**config.mk**
```make
export PLATFORM = sky130hd
export DESIGN_NAME = pc_sequencer
export DESIGN_NICKNAME = d
export VERILOG_FILES = /design/src/rtl/pc_seq_pkg.sv /design/src/rtl/pc_next_sel.sv /design/src/rtl/pc_sequencer.sv
export SDC_FILE = /design/constraint.sdc
export NUM_CORES = 1
export LEC_CHECK = 0
export BUFFER_PORTS_ARGS = -buffer_cell sky130_fd_sc_hd__buf_2
export CAP_MARGIN = 30
export CORE_MARGIN = 8
export CORE_UTILIZATION = 49
export DETAILED_ROUTE_END_ITERATION = 12
export GPL_TIMING_DRIVEN = 0
export PLACE_DENSITY = 0.8
export SLEW_MARGIN = 10
export SYNTH_ARGS = -nofsm -noshare
export SYNTH_HDL_FRONTEND = slang
export SYNTH_SLANG_ARGS = --single-unit
```
**constraint.sdc**
```tcl
create_clock -name clk -period 3.35 [get_ports clk]
set_input_delay 0.335 -clock clk [delete_from_list [all_inputs] [get_ports clk]]
set_output_delay 0.335 -clock clk [all_outputs]
set_load 0.02 [all_outputs]
```
**src/rtl/pc_seq_pkg.sv**
```systemverilog
// Shared types and constants for the fetch sequencer: FSM state encoding,
// next-pc select codes and the sequential pc increment.
package pc_seq_pkg;

   typedef enum logic [1:0] {
      ST_IDLE  = 2'd0,
      ST_FETCH = 2'd1,
      ST_HOLD  = 2'd2,
      ST_FLUSH = 2'd3
   } state_t;

   typedef enum logic [1:0] {
      SEL_HOLD  = 2'd0,
      SEL_INC   = 2'd1,
      SEL_REDIR = 2'd2
   } pc_sel_t;

   localparam logic [31:0] PC_INC = 32'd4;

endpackage

```
**src/rtl/pc_next_sel.sv**
```systemverilog
// Combinational next-pc selection: hold pc, advance by PC_INC, or take the
// redirect address (branch target, or TRAP_PC when the target is misaligned).
module pc_next_sel
   import pc_seq_pkg::*;
#(
   parameter logic [31:0] TRAP_PC = 32'h0000_0100
) (
   input  logic [1:0]  sel,
   input  logic [31:0] pc,
   input  logic [31:0] target,
   input  logic        use_trap,
   output logic [31:0] pc_next
);

   always_comb begin
      pc_next = pc;
      case (sel)
         SEL_INC:   pc_next = pc + PC_INC;
         SEL_REDIR: pc_next = use_trap ? TRAP_PC : target;
         default:   pc_next = pc;
      endcase
   end

endmodule

```
**src/rtl/pc_sequencer.sv**
```systemverilog
// Instruction fetch sequencer: IDLE/FETCH/HOLD/FLUSH FSM driving the imem
// request and the fetched-instruction register. Optional macro MISALIGN_TRAP_EN.
module pc_sequencer
   import pc_seq_pkg::*;
#(
   parameter logic [31:0] RESET_PC = 32'h0000_0000,
   parameter logic [31:0] TRAP_PC  = 32'h0000_0100
) (
   input  logic        clk,
   input  logic        rst,
   input  logic        stall,
   input  logic        branch,
   input  logic        cond,
   input  logic [31:0] target,
   output logic        imem_req,
   output logic [31:0] imem_addr,
   input  logic        imem_ack,
   input  logic [31:0] imem_rdata,
   output logic        instr_valid,
   output logic [31:0] instr,
   output logic [31:0] instr_pc,
   output logic        flush,
   output logic        misalign_trap
);

   state_t      state_reg, state_next;
   logic [31:0] pc_reg, pc_next;
   logic [31:0] instr_reg, instr_pc_reg;
   logic        instr_valid_reg, valid_next;
   logic        capture, redirect, misaligned;
   logic [1:0]  sel;

   // Redirects are only honoured while a fetch is outstanding or held.
   assign redirect = branch & cond & ((state_reg == ST_FETCH) || (state_reg == ST_HOLD));

`ifdef MISALIGN_TRAP_EN
   logic trap_reg;

   assign misaligned = |target[1:0];

   always_ff @(posedge clk) begin
      if (rst) trap_reg <= 1'b0;
      else     trap_reg <= redirect & misaligned;
   end

   assign misalign_trap = (state_reg == ST_FLUSH) & trap_reg;
`else
   assign misaligned    = 1'b0;
   assign misalign_trap = 1'b0;
`endif

   always_comb begin
      state_next = state_reg;
      sel        = SEL_HOLD;
      valid_next = 1'b0;
      capture    = 1'b0;
      case (state_reg)
         ST_IDLE: state_next = ST_FETCH;
         ST_FETCH: begin
            if (redirect) begin
               sel        = SEL_REDIR;
               state_next = ST_FLUSH;
            end else if (imem_ack) begin
               capture    = 1'b1;
               valid_next = 1'b1;
               if (stall) state_next = ST_HOLD;
               else       sel        = SEL_INC;
            end
         end
         ST_HOLD: begin
            if (redirect) begin
               sel        = SEL_REDIR;
               state_next = ST_FLUSH;
            end else if (!stall) begin
               sel        = SEL_INC;
               state_next = ST_FETCH;
            end else begin
               valid_next = instr_valid_reg;
            end
         end
         ST_FLUSH: state_next = ST_FETCH;
         default:  state_next = ST_IDLE;
      endcase
   end

   pc_next_sel #(
      .TRAP_PC (TRAP_PC)
   ) u_pc_next_sel (
      .sel      (sel),
      .pc       (pc_reg),
      .target   (target),
      .use_trap (misaligned),
      .pc_next  (pc_next)
   );

   always_ff @(posedge clk) begin
      if (rst) begin
         state_reg       <= ST_IDLE;
         pc_reg          <= RESET_PC;
         instr_reg       <= '0;
         instr_pc_reg    <= '0;
         instr_valid_reg <= 1'b0;
      end else begin
         state_reg       <= state_next;
         pc_reg          <= pc_next;
         instr_valid_reg <= valid_next;
         if (capture) begin
            instr_reg    <= imem_rdata;
            instr_pc_reg <= pc_reg;
         end
      end
   end

   assign imem_req    = (state_reg == ST_FETCH);
   assign imem_addr   = pc_reg;
   assign flush       = (state_reg == ST_FLUSH);
   assign instr_valid = instr_valid_reg;
   assign instr       = instr_reg;
   assign instr_pc    = instr_pc_reg;

endmodule

```
Word-level counts from Yosys, hierarchy flattened
Cells that the tools add are included.
- flip-flop bits (word level): 99
- bits of input ports: 70
- add/subtract/negate cells: 1
- equal/unequal tests: 8
- multiplexer cells: 18
- bitwise logic cells: 2
- reduce and logical (&&, ||, !) cells: 5
- operators by type and width (cell ; number):
    case mux 32 bit (2 select lines) ; 1
    adder 32 x 3 -> 32 bit, second input constant ; 1
    two-way mux 2 bit ; 7
    two-way mux 1 bit ; 7
    == test 2 bit, second input constant ; 3
    case mux 2 bit (3 select lines) ; 1
    == test 2 x 1 -> 1 bit, second input constant ; 2
    case mux 2 bit (2 select lines) ; 1
    != test 3 x 1 -> 1 bit, second input constant ; 1
    != test 3 x 2 -> 1 bit, second input constant ; 1
    != test 3 bit, second input constant ; 1
    AND reduction 3 bit ; 1
    bitwise AND 1 bit ; 2
    zero test 2 bit ; 1
    case mux 1 bit (2 select lines) ; 1
    nonzero test 2 bit ; 1
    OR reduction 2 bit ; 1
    logical OR 1 bit ; 1

Logic depth before layout (Yosys ltp)
- depth after elaboration: 7
- gate-level depth with buffers: 13
- depth with buffers taken out: 11

Hierarchy
From an unflattened synthesis, not the netlist that was laid out.
- cell total of the unflattened synthesis: 603
- area total of the unflattened synthesis: 4808.4 um2
- modules (own cells, without submodules) (module ; times used ; cells each ; area each (um2) ; sequential area each (um2)):
    pc_sequencer ; 1 ; 388 ; 3543.4 ; 1981.9
    pc_next_sel ; 1 ; 215 ; 1265.0 ; 0.0

Worst setup path before layout
No wires, ideal clock.
- kind: register to register
- from: register state_reg[0]
- to: register pc_reg[23], in the netlist imem_addr[23]
- library setup time: 0.103 ns
- data arrival time: 2.801 ns
- path slack: 0.445 ns
- cell stages (with the launch flop): 12
- buffers on the path: 1
- period minus slack after synthesis: 2.905 ns
- path through: dfxtp_1 > inv_1 > ha_1 > nand3b_1 > and3_1 > a21oi_1 > or3_1 > ha_1 > clkbuf_1 > or3_1 > o31a_1 > a2111oi_2
- longest elaborated chain between the ends: 7
- elaborated cells on any way between the ends: 11
- classes of those cells: 4 x eq/ne; 4 x mux; 1 x bitwise; 2 x reduce/logical
- ends and longest elaborated chain (item ; line ; source):
    start, declared ; pc_sequencer.sv:26 ; state_t state_reg, state_next;
    start signal, assigned ; pc_sequencer.sv:104 ; state_reg <= state_next;
    == test 2 x 1 -> 1 bit or == test 2 bit (tied branches) ; pc_sequencer.sv:34, pc_sequencer.sv:57 ;
    logical OR 1 bit ; pc_sequencer.sv:34 ; assign redirect = branch & cond & ((state_reg == ST_FETCH) || (state_reg == ST_HOLD));
    bitwise AND 1 bit ; pc_sequencer.sv:34 ;
    two-way mux 2 bit, on equally long branches ; pc_sequencer.sv:71, pc_sequencer.sv:60 ;
    case mux 2 bit (2 select lines) (*) ; pc_sequencer.sv:57 ; case (state_reg)
    == test 2 bit or == test 2 x 1 -> 1 bit (tied branches) ; pc_next_sel.sv:17 ; case (sel)
    case mux 32 bit (2 select lines) or nonzero test 2 bit (tied branches) ; n/a ;
    end signal, assigned ; pc_sequencer.sv:105 ; pc_reg <= pc_next;
    end, declared ; pc_sequencer.sv:27 ; logic [31:0] pc_reg, pc_next;
Every way passes the cells marked *; elsewhere a longest branch is shown, timed or not.
A chain may end at the register's enable or synchronous reset.

Worst setup path in the final report
Ends and elaborated chain as after synthesis.

==> flow_summary.ini <==
[worst_setup_path]
critPathLaunchType = flop
cp-end-kind = flop
crit_buf_inv = 2
crit_family = simple AND/OR/NAND/NOR gates
crit_fanout = 10
cpMaxStageDelayCell = or3_1
slowest_delay_ps = 420
path_cells = inv_1, ha_1, nand3b_1, and3_1, a21oi_1, or3_1, ha_1, clkbuf_2, or3_1, o31a_1, a2111oi_2
arrival_ps = 3490
critPathRequiredTime_ps = 3600
critPathKind = reg -> reg

[drt]
dr.pass1.iters = 7
vias_per_cell = 5.71
drcViolationCount = 0
drt-initial-drc-count = 489
vias = 5002
wirelength_mm = 14.8
antenna_left = 0
wl_per_cell_um = 16.9

[clock_tree]
numClockSinks = 99
numCtsBuffers = 9
htree_levels = 3
clk_pin_slew_worst_paths_ps = 110
clockBufferDepth = 2
worstSkewPairLatency_ps = 370
cts_root_buffer = clkbuf_8
tritoncts = yes

[yosys]
synth_compound_area_frac = 0.207
ys.warnings.count = 0
synth_edf_count = 0
yosys.area_share.simple = 0.255
synth_cell_types = 59
yosys-mux-area-fraction = 0.0339
synth_fa_ha_area_frac = 0.0137
synth_area_leaders = dfxtp_1 (43%), nand2_1 (12%), a21oi_1 (9.2%)
postSynth.asyncResetShare = 0
syn_avg_cell_area_um2 = 7.91
syn_nets = 654
synth_top_family_by_area = simple AND/OR/NAND/NOR gates
synthFlopType = dfxtp_1
synthCells = 579
synth_xor_area_frac = 0
synthesis.area_um2 = 4580
ys_seq_area_frac = 0.433
yosys_register_bits = 99
synth_top_area_frac = 0.433
yosysTopAreaCell = dfxtp_1

[timing]
hold_viol_final = 0
fin_setup_tns_ps = 0
fin_worst_skew_ps = 17.2
timing.final.crit_share = 0.966
report.final.slew_viol_count = 0
worst_pin_slew_ps = 629
max_freq_ghz = 0.309
setup_viol = 0
fin_crit_ps = 3240
slew_headroom = 0.581
timing.final.ws_setup_ps = 113

[pwr]
p_leak_nw = 2.50
power.share.switching = 0.313
p_sw_w = 0.000798
ir_drop_v = 0.000270
intPower_w = 0.00175
pwr-share-comb = 0.173
p_seq_frac = 0.501
clkPwrFrac = 0.326
powerDensity_nw_per_um2 = 440

[final_layout]
area_delta_synth_final_pct = 26.7
multi_input_area_um2 = 2340
layout_commonest_cell = buf_2
nNetsFinal = 835
fin_area_um2 = 5800
final_layout_size_suffix_gt1_frac = 0.289
layout.cells.most_common_list = buf_2 (182), nand2_1 (149), dfxtp_1 (98)
diodes = 0
fillers = 836
ff_latch_area_um2 = 1980

[global_route]
grt_max_degree = 20
busiest_layer = met2
use_met2 = 0.376
gr-usage-met1 = 0.262
track_usage = 0.226
met3_usage = 0.0805
antenna_found_initial = 0
grt-ovfl-total = 0
grt_pass1_wl_mm = 23.4
first_global_vias = 4835

[floorplanning]
die_w_um = 113
fp.dieH_um = 113
start_util = 0.500
num_rows = 35
io_pins = 170
die_area_um2 = 12700
core_um2 = 9150

[placed_design]
pre_cts_slack_ps = -66.5
dpl_cell_area_um2 = 5560
post-dp-hpwl_mm = 11.3
gp_congestion = 0.901
port_buffers = 168

[run]
cap_violations = 0

[run_status]
status = completed

[hold_path]
worstHoldPathType = in -> reg
-- Yosys cell counts, drive strengths merged, types with 2 or more instances --
cell / n
nand2: 150
dfxtp: 99
a21oi: 84
clkbuf: 26
buf: 25
nor2: 19
a22oi: 14
nand3: 12
mux2i: 11
nand4: 11
a31oi: 10
inv: 9
nor3: 9
and3: 8
o211ai: 8
or4: 8
o221ai: 6
o22ai: 6
and4: 5
ha: 5
or3: 5
mux2: 4
nand3b: 4
o21a: 4
o21ai: 4
and2: 3
nor2b: 3
nor4: 3
o221a: 3
a211oi: 2
o31a: 2
or2: 2
-- logic make-up after synthesis --
kind of cell | after synthesis
DFF | 99
muxes | 15
other | 1
adders and majority gates | 5
buffers and inverters | 61
and+or+nand+nor | 245
AOI/OAI and AO/OA | 153
-- power groups by stage --
stage          sequential (W)  clock [W]  combinational (W)
6_report              0.00128   0.000831           0.000441
5_1_grt               0.00129   0.000887           0.000481
4_1_cts               0.00128   0.000841           0.000435
3_5_place_dp          0.00130          0           0.000433
3_3_place_gp          0.00130          0           0.000423
2_1_floorplan         0.00136          0           0.000207
-- through the flow --
| step | total power (W) | hold slack (ps) | utilization | cells |
|---|---|---|---|---|
| final | 0.00255 | 182 | 0.634 | 876 |
| after global placement | 0.00172 | 437 | 0.607 | 858 |
| after floorplan | 0.00157 | 471 | - | 579 |
| after CTS | 0.00255 | 173 | 0.631 | 873 |
| after detailed placement | 0.00174 | 443 | 0.607 | 858 |
| after global routing | 0.00265 | 168 | 0.634 | 876 |
-- worst reg2reg max path, cell delays in order, from the launching register on --
cell,delay (ps)
dfxtp_2,370
inv_1,50
ha_1,280
nand3b_1,210
and3_1,230
a21oi_1,40
or3_1,340
ha_1,350
clkbuf_2,200
or3_1,420
o31a_1,270
a2111oi_2,350
-- path summary, 6_finish.rpt --
path	start	end	slack, ps	cells past startpoint
worst min-delay path	imem_rdata[10]	instr[10]$_SDFFE_PP0P_	180	3
worst max register to register	state_reg[0]$_SDFFE_PP0P_	imem_addr[23]$_SDFFE_PP0P_	110	11
worst min register to register	instr[13]$_SDFFE_PP0P_	instr[13]$_SDFFE_PP0P_	460	2
worst max-delay path	state_reg[0]$_SDFFE_PP0P_	imem_addr[23]$_SDFFE_PP0P_	110	11
-- layout make-up --
type	count	area share
clock inverter	7	0.0160
inverter	10	0.00647
buffer	50	0.0388
timing repair buffer	171	0.149
sequential	99	0.342
tap	111	0.0239
clock buffer	9	0.0214
multi-input combinational	419	0.403
-- per-layer routing --
metal,part of all wire,wire length (um)
met3,0.11,1620
met4,0.019,275
met1,0.40,5870
met5,0,0
met2,0.48,7040
-- repair_timing --
action | CTS | global route
setup buffers | 0 | 3
setup endpoints to repair | 19 | 27
endpoints found under the hold margin | 0 | 0
gates cloned | 0 | 0
hold buffers | 0 | 0
resized for setup | 3 | 5
(Power assumes the default switching activity.)
